==> config.mk <==
export PLATFORM = sky130hd
export DESIGN_NAME = kanagawa_hal_gray_ptr_receiver_flat
export DESIGN_NICKNAME = d
export VERILOG_FILES = /design/src/rtl/kanagawa_hal_gray_pkg.sv /design/src/rtl/kanagawa_hal_gray_ptr_receiver_if.sv /design/src/rtl/kanagawa_hal_gray_to_bin.sv /design/src/rtl/kanagawa_hal_gray_ptr_receiver.sv /design/src/flat_wrapper.sv
export SDC_FILE = /design/constraint.sdc
export NUM_CORES = 1
export LEC_CHECK = 0
export ABC_AREA = 0
export BUFFER_PORTS_ARGS = -buffer_cell sky130_fd_sc_hd__buf_2
export CAP_MARGIN = 20
export CORE_ASPECT_RATIO = 0.9
export CORE_UTILIZATION = 34
export CTS_BUF_LIST = sky130_fd_sc_hd__clkbuf_8 sky130_fd_sc_hd__clkbuf_16
export CTS_CLUSTER_DIAMETER = 30
export DETAILED_ROUTE_END_ITERATION = 16
export PLACE_DENSITY_LB_ADDON = 0.08
export SLEW_MARGIN = 5
export SYNTH_ARGS = -nofsm -noshare
export SYNTH_HDL_FRONTEND = slang
export SYNTH_SLANG_ARGS = --single-unit
==> constraint.sdc <==
create_clock -name clk -period 6.9 [get_ports clk]
set_input_delay 1.38 -clock clk [delete_from_list [all_inputs] [get_ports clk]]
set_output_delay 1.38 -clock clk [all_outputs]
set_load 0.05 [all_outputs]
==> src/rtl/kanagawa_hal_gray_pkg.sv <==
// Shared types and Gray-code helpers for the Gray pointer receiver.
package kanagawa_hal_gray_pkg;

    localparam int unsigned MaxWidth = 32;

    typedef enum logic [1:0] {PRIME, BASE, RUN} gray_rx_state_t;

    // Helpers work on a max-width vector; bits at and above w are forced to zero.
    function automatic logic [MaxWidth-1:0] width_mask(input int unsigned w);
        logic [MaxWidth-1:0] m;
        m = '0;
        for (int i = 0; i < MaxWidth; i++) begin
            if (i < w) m[i] = 1'b1;
        end
        return m;
    endfunction

    function automatic logic [MaxWidth-1:0] gray2bin(input logic [MaxWidth-1:0] g,
                                                     input int unsigned w);
        logic [MaxWidth-1:0] gm;
        logic [MaxWidth-1:0] b;
        gm = g & width_mask(w);
        b  = '0;
        for (int i = 0; i < MaxWidth; i++) begin
            b[i] = ^(gm >> i);
        end
        return b;
    endfunction

    function automatic logic [MaxWidth-1:0] bin2gray(input logic [MaxWidth-1:0] b,
                                                     input int unsigned w);
        logic [MaxWidth-1:0] bm;
        bm = b & width_mask(w);
        return bm ^ (bm >> 1);
    endfunction

endpackage

==> src/rtl/kanagawa_hal_gray_ptr_receiver_if.sv <==
// Pointer input, decoded pointer and count valid/ready stream of the Gray pointer receiver.
interface kanagawa_hal_gray_ptr_receiver_if #(
    parameter int unsigned WIDTH     = 8,
    parameter int unsigned ACC_WIDTH = 16
);
    logic [WIDTH-1:0]     gray_in;
    logic [WIDTH-1:0]     bin_out;
    logic                 count_valid;
    logic                 count_ready;
    logic [ACC_WIDTH-1:0] count_data;
    logic                 acc_sat;
    logic                 step_err;

    // master: the receiver itself; slave: the sync chain and count consumer around it
    modport master (
        input  gray_in,
        input  count_ready,
        output bin_out,
        output count_valid,
        output count_data,
        output acc_sat,
        output step_err
    );

    modport slave (
        output gray_in,
        output count_ready,
        input  bin_out,
        input  count_valid,
        input  count_data,
        input  acc_sat,
        input  step_err
    );
endinterface

==> src/rtl/kanagawa_hal_gray_to_bin.sv <==
// Combinational Gray-to-binary decoder: each binary bit is the XOR of all Gray bits at or above it.
module kanagawa_hal_gray_to_bin #(
    parameter int unsigned WIDTH = 8
) (
    input  logic [WIDTH-1:0] gray,
    output logic [WIDTH-1:0] bin
);
    always_comb begin
        bin = '0;
        for (int i = 0; i < WIDTH; i++) begin
            bin[i] = ^(gray >> i);
        end
    end
endmodule

==> src/rtl/kanagawa_hal_gray_ptr_receiver.sv <==
// Registers a synchronized Gray pointer, decodes it and accumulates its advance as a count stream.
// Optional Gray step checking is enabled by defining KANAGAWA_HAL_GRAY_STEP_CHECK_EN.
module kanagawa_hal_gray_ptr_receiver
    import kanagawa_hal_gray_pkg::*;
#(
    parameter int unsigned WIDTH     = 8,
    parameter int unsigned ACC_WIDTH = 16
) (
    input logic                            clk,
    input logic                            rst,
    kanagawa_hal_gray_ptr_receiver_if.master bus
);

    initial begin
        if (WIDTH < 2 || WIDTH > 32) $error("WIDTH must be in 2..32, got %0d", WIDTH);
        if (ACC_WIDTH < WIDTH) $error("ACC_WIDTH (%0d) must be >= WIDTH (%0d)", ACC_WIDTH, WIDTH);
    end

    gray_rx_state_t       state_q, state_d;
    logic [WIDTH-1:0]     gray_q;
    logic [WIDTH-1:0]     bin_q, bin_d;
    logic [WIDTH-1:0]     b;
    logic [WIDTH-1:0]     delta;
    logic [ACC_WIDTH-1:0] acc_q, acc_d;
    logic [ACC_WIDTH:0]   sum;
    logic                 valid_q;
    logic                 sat_q, sat_d;
    logic                 accept;

    kanagawa_hal_gray_to_bin #(
        .WIDTH (WIDTH)
    ) u_decode (
        .gray (gray_q),
        .bin  (b)
    );

    // Modulo-2^WIDTH subtraction makes a wrap from all-ones to zero count as one step.
    assign delta  = b - bin_q;
    assign sum    = {1'b0, acc_q} + (ACC_WIDTH + 1)'(delta);
    assign accept = valid_q & bus.count_ready;

    always_comb begin
        state_d = state_q;
        bin_d   = bin_q;
        acc_d   = acc_q;
        sat_d   = sat_q;
        unique case (state_q)
            PRIME: state_d = BASE;
            BASE: begin
                bin_d   = b;
                state_d = RUN;
            end
            RUN: begin
                bin_d = b;
                if (accept) begin
                    // The delta landing in the accept cycle seeds the next count.
                    acc_d = ACC_WIDTH'(delta);
                end else if (sum[ACC_WIDTH]) begin
                    acc_d = '1;
                    sat_d = 1'b1;
                end else begin
                    acc_d = sum[ACC_WIDTH-1:0];
                end
            end
            default: state_d = PRIME;
        endcase
    end

    always_ff @(posedge clk or posedge rst) begin
        if (rst) begin
            state_q <= PRIME;
            gray_q  <= '0;
            bin_q   <= '0;
            acc_q   <= '0;
            valid_q <= 1'b0;
            sat_q   <= 1'b0;
        end else begin
            state_q <= state_d;
            gray_q  <= bus.gray_in;
            bin_q   <= bin_d;
            acc_q   <= acc_d;
            valid_q <= (acc_d != '0);
            sat_q   <= sat_d;
        end
    end

    assign bus.bin_out     = bin_q;
    assign bus.count_valid = valid_q;
    assign bus.count_data  = acc_q;
    assign bus.acc_sat     = sat_q;

`ifdef KANAGAWA_HAL_GRAY_STEP_CHECK_EN
    logic [WIDTH-1:0] diff;
    logic [5:0]       ones;
    logic             step_q, step_d;

    assign diff = bus.gray_in ^ gray_q;

    always_comb begin
        ones = '0;
        for (int i = 0; i < WIDTH; i++) begin
            ones = ones + 6'(diff[i]);
        end
        step_d = step_q | ((state_q == RUN) && (ones > 6'd1));
    end

    always_ff @(posedge clk or posedge rst) begin
        if (rst) step_q <= 1'b0;
        else     step_q <= step_d;
    end

    assign bus.step_err = step_q;

`ifndef SYNTHESIS
    step_check: assert property (@(posedge clk) disable iff (rst)
        (state_q == RUN) |-> ($countones(bus.gray_in ^ gray_q) <= 1))
        else $warning("gray pointer moved more than one bit in a cycle");
`endif
`else
    assign bus.step_err = 1'b0;
`endif

endmodule
==> src/flat_wrapper.sv <==
// flat-port wrapper written by rule: the top's interface ports become plain ports
module kanagawa_hal_gray_ptr_receiver_flat import kanagawa_hal_gray_pkg::*;
#(
    parameter int unsigned WIDTH     = 8,
    parameter int unsigned ACC_WIDTH = 16
)
  (clk, rst, bus_gray_in, bus_count_ready, bus_bin_out, bus_count_valid, bus_count_data, bus_acc_sat, bus_step_err);
  kanagawa_hal_gray_ptr_receiver_if #(.WIDTH(WIDTH), .ACC_WIDTH(ACC_WIDTH)) bus_i ();
  input logic clk;
  input logic rst;
  input wire logic [$bits(bus_i.gray_in)-1:0] bus_gray_in;
  input wire logic [$bits(bus_i.count_ready)-1:0] bus_count_ready;
  output wire logic [$bits(bus_i.bin_out)-1:0] bus_bin_out;
  output wire logic [$bits(bus_i.count_valid)-1:0] bus_count_valid;
  output wire logic [$bits(bus_i.count_data)-1:0] bus_count_data;
  output wire logic [$bits(bus_i.acc_sat)-1:0] bus_acc_sat;
  output wire logic [$bits(bus_i.step_err)-1:0] bus_step_err;
  assign bus_i.gray_in = bus_gray_in;
  assign bus_i.count_ready = bus_count_ready;
  assign bus_bin_out = bus_i.bin_out;
  assign bus_count_valid = bus_i.count_valid;
  assign bus_count_data = bus_i.count_data;
  assign bus_acc_sat = bus_i.acc_sat;
  assign bus_step_err = bus_i.step_err;
  kanagawa_hal_gray_ptr_receiver #(.WIDTH(WIDTH), .ACC_WIDTH(ACC_WIDTH)) u_core (.clk(clk), .rst(rst), .bus(bus_i));
endmodule
==> metrics <==
Wirelength per Cell 14.60 µm; total congestion overflow 0; Overall Power 1518 µW; Hold Crit Class flop to flop; critical path required time 7.06 ns; Power Density 550.6 nW/µm²; gp weighted congestion 0.8071; Slew Viols, Final 0; Setup Viol. Count Final 0; Ys Warns 0; MaxCap Viol Count 0; Synth Area in Compound Gates 18.29%; nets@finish 326; GRT Total Usage 17.02%; initial antenna violation count 0; DR DRC count 0; period utilisation layout 80.12%; Post-CTS Setup Repair Bufs 0; width of the die 90.33 µm; Slew headroom 39.88%; Layout area overhead 15.46%; Startpoint Class flop; critical path's most frequent cell xnor2_2; DP HPWL 4.281 mm; first-pass GRT wire length 9.742 mm; most numerous cell in the Yosys netlist dfrtp_1; hold wc startpoint u_core.bus.acc_sat; Initial DRC Count 97; final hold slack 0.4791 ns; Synth area leader dfrtp_1; worst setup path startpoint u_core.gray_q[7]; max incr delay on CP 0.55 ns; Worst-path clk slew 0.07 ns; synthesized flop and latch total 36; area of the die 7361 µm²; placed cell count 377; Top FF cell, synth dfrtp_1; Setup Crit Path Kind flop to flop; Non-Filler Instances 384; Worst-Skew Late Latency 0.28 ns; routed wire length 5.606 mm; Vias/cell 5.133; vias in the first global route 1918; RSZ-0062 raised after global routing no; status complete, no violations; FILL cells 664; Root Buffer clkbuf_8; row count 28; multiplexer area fraction after synthesis 2.254%; Starting Density 35.68%; fmax 180.9 MHz; adder-cell share of the synthesized area 11.64%; IO Pins 38; WP data arrival 5.68 ns; TritonRoute pass-1 iters 4; antenna-violating nets left 0; Bufs on Longest Clock Path 2; combinational family with the most area after synthesis compound AO/OA/AOI/OAI gates; register area share after synthesis 37.74%; CTS Buf Count 5; clock sinks 36; number of H-tree levels 2; Synth cell types 50; port buffer count 36; largest net degree at the start of global routing 37; Syn Std Cell Area 2387 µm²; Final Critical Period 5.528 ns; vias 1971; Syn Area/Cell 9.362 µm²; core area 6691 µm²; Mapped Nets 287; Async SR Flop Fraction 100.0%; Setup Skew 0.004171 ns; ranking of synthesized cells by area dfrtp_1, ha_1, o21ai_0, inv_1, xnor2_2; hold buffers post-CTS 0; EDFF count, synth 0; slowest stage cell on the critical path or4_1; Worst-Margin Slew 0.9019 ns; top cell type's share of synthesized area 37.74%; XOR/XNOR Fraction of Synth Area 8.176%; critical path's top delay family simple AND/OR/NAND/NOR gates; Post-Synth Simple-Gate Area 17.14%; Synth top cells by count dfrtp_1, inv_1, ha_1; setup_tns 0 ns; CP Cell Sequence xnor2_1 > xnor2_2 > xnor2_2 > xnor2_2 > xnor2_2 > xnor2_2 > xnor2_1 > ha_1 > fa_1 > nor2b_1 > o31a_1 > a21o_1 > inv_1 > ha_1 > o211ai_1 > o211ai_2 > nand2_1 > nor4_1 > nor3_1 > or4_1 > nor4_1 > nand3_1; Antenna Cells 0; crit path capture type flop; Synth Instances 255; reg2reg start u_core.gray_q[7]; Peak VDD IR 0.0002281 V; P_leak 0.001312 µW; Max FO, Critical Path 6; share of layout cells above drive strength 1 20.41%; Die Ht 81.50 µm; post-CTS sizing 0; CTS tree done; worst path bufs/invs 1; Hold Vio Cnt, Final 0
logic make-up (layout without fill, tap and decap cells):
logic type	count (synthesis)	count (layout)
AND/OR/NAND/NOR	81	81
AO/OA/AOI/OAI	66	66
flip-flops	36	36
buffers and inverters	27	66
adder cells (fa/ha/maj)	21	21
XOR/XNOR	18	18
multiplexers	5	5
other	1	1
metal layers:
layer  part of all wire [%]  vias to the layer above  global-route usage, %
met4                    1.1                        0                  5.161
met2                     41                       53                  24.89
met1                     54                      924                  25.51
li1                       -                      987                      -
met5                      0                        -                      0
met3                    4.2                        7                  2.963
final timing paths:
check | endpoint | slack, ns | depth (start not counted)
min in group asynchronous | u_core.state_q[0] | 1.19 | 3
worst max-delay path | u_core.bus.count_valid | 1.37 | 22
max in group asynchronous | u_core.gray_q[2] | 5.39 | 3
worst max register to register | u_core.bus.count_valid | 1.37 | 22
worst min register to register | u_core.bus.acc_sat | 0.48 | 1
worst min-delay path | u_core.bus.acc_sat | 0.48 | 1
stage by stage:
stage | instance area, µm² | setup slack, ns | util, %
after global placement | 2660 | 1.602 | 39.75
after floorplan | 2387 | 1.944 | -
final | 2756 | 1.372 | 41.19
after global routing | 2756 | 0.8387 | 41.19
after detailed placement | 2660 | 1.374 | 39.75
after CTS | 2756 | 1.363 | 41.19
registers in the layout, indices dropped and copies added (netlist names):
register / cells
u_core.bus.count_data: 16
u_core.bus.bin_out: 8
u_core.gray_q: 8
u_core.state_q: 2
u_core.bus.acc_sat: 1
u_core.bus.count_valid: 1
area by class of cell:
class	count	area (µm²)	share of cell area, %
Clock buffer	7	96.34	3.495
Inverter	22	82.58	2.996
Sequential cell	36	900.9	32.68
Tap cell	90	112.6	4.085
Multi-Input combinational cell	192	1376	49.93
Timing Repair Buffer	37	187.7	6.809
report_power, final:
part           switching [µW]  leakage, µW  internal [µW]  total, µW
Clock                    74.6    0.0000503           89.0        164
Sequential               47.7     0.000434            258        306
Combinational             665     0.000828            384       1050
Total                     787      0.00131            731       1520
placed cells by master (no fill, tap or decap), types with 3 or more instances in the layout:
cell type / synthesis / routed
or3_1: 3 / 3
nor3_1: 8 / 8
o21ai_0: 17 / 17
nand2b_1: 5 / 5
xor2_1: 5 / 5
buf_2: 0 / 36
nand3_1: 7 / 7
ha_1: 19 / 19
xnor2_1: 8 / 8
nor4_1: 6 / 6
a21oi_1: 15 / 15
nor2b_1: 4 / 4
mux2_2: 3 / 3
a211oi_1: 7 / 7
a21o_1: 4 / 4
inv_1: 22 / 22
and2_1: 3 / 3
nand2_1: 18 / 18
a31oi_1: 3 / 3
clkbuf_8: 0 / 7
nor2_1: 18 / 18
dfrtp_1: 36 / 36
xnor2_2: 5 / 5
No activity file was read; power rests on OpenSTA's default activity.
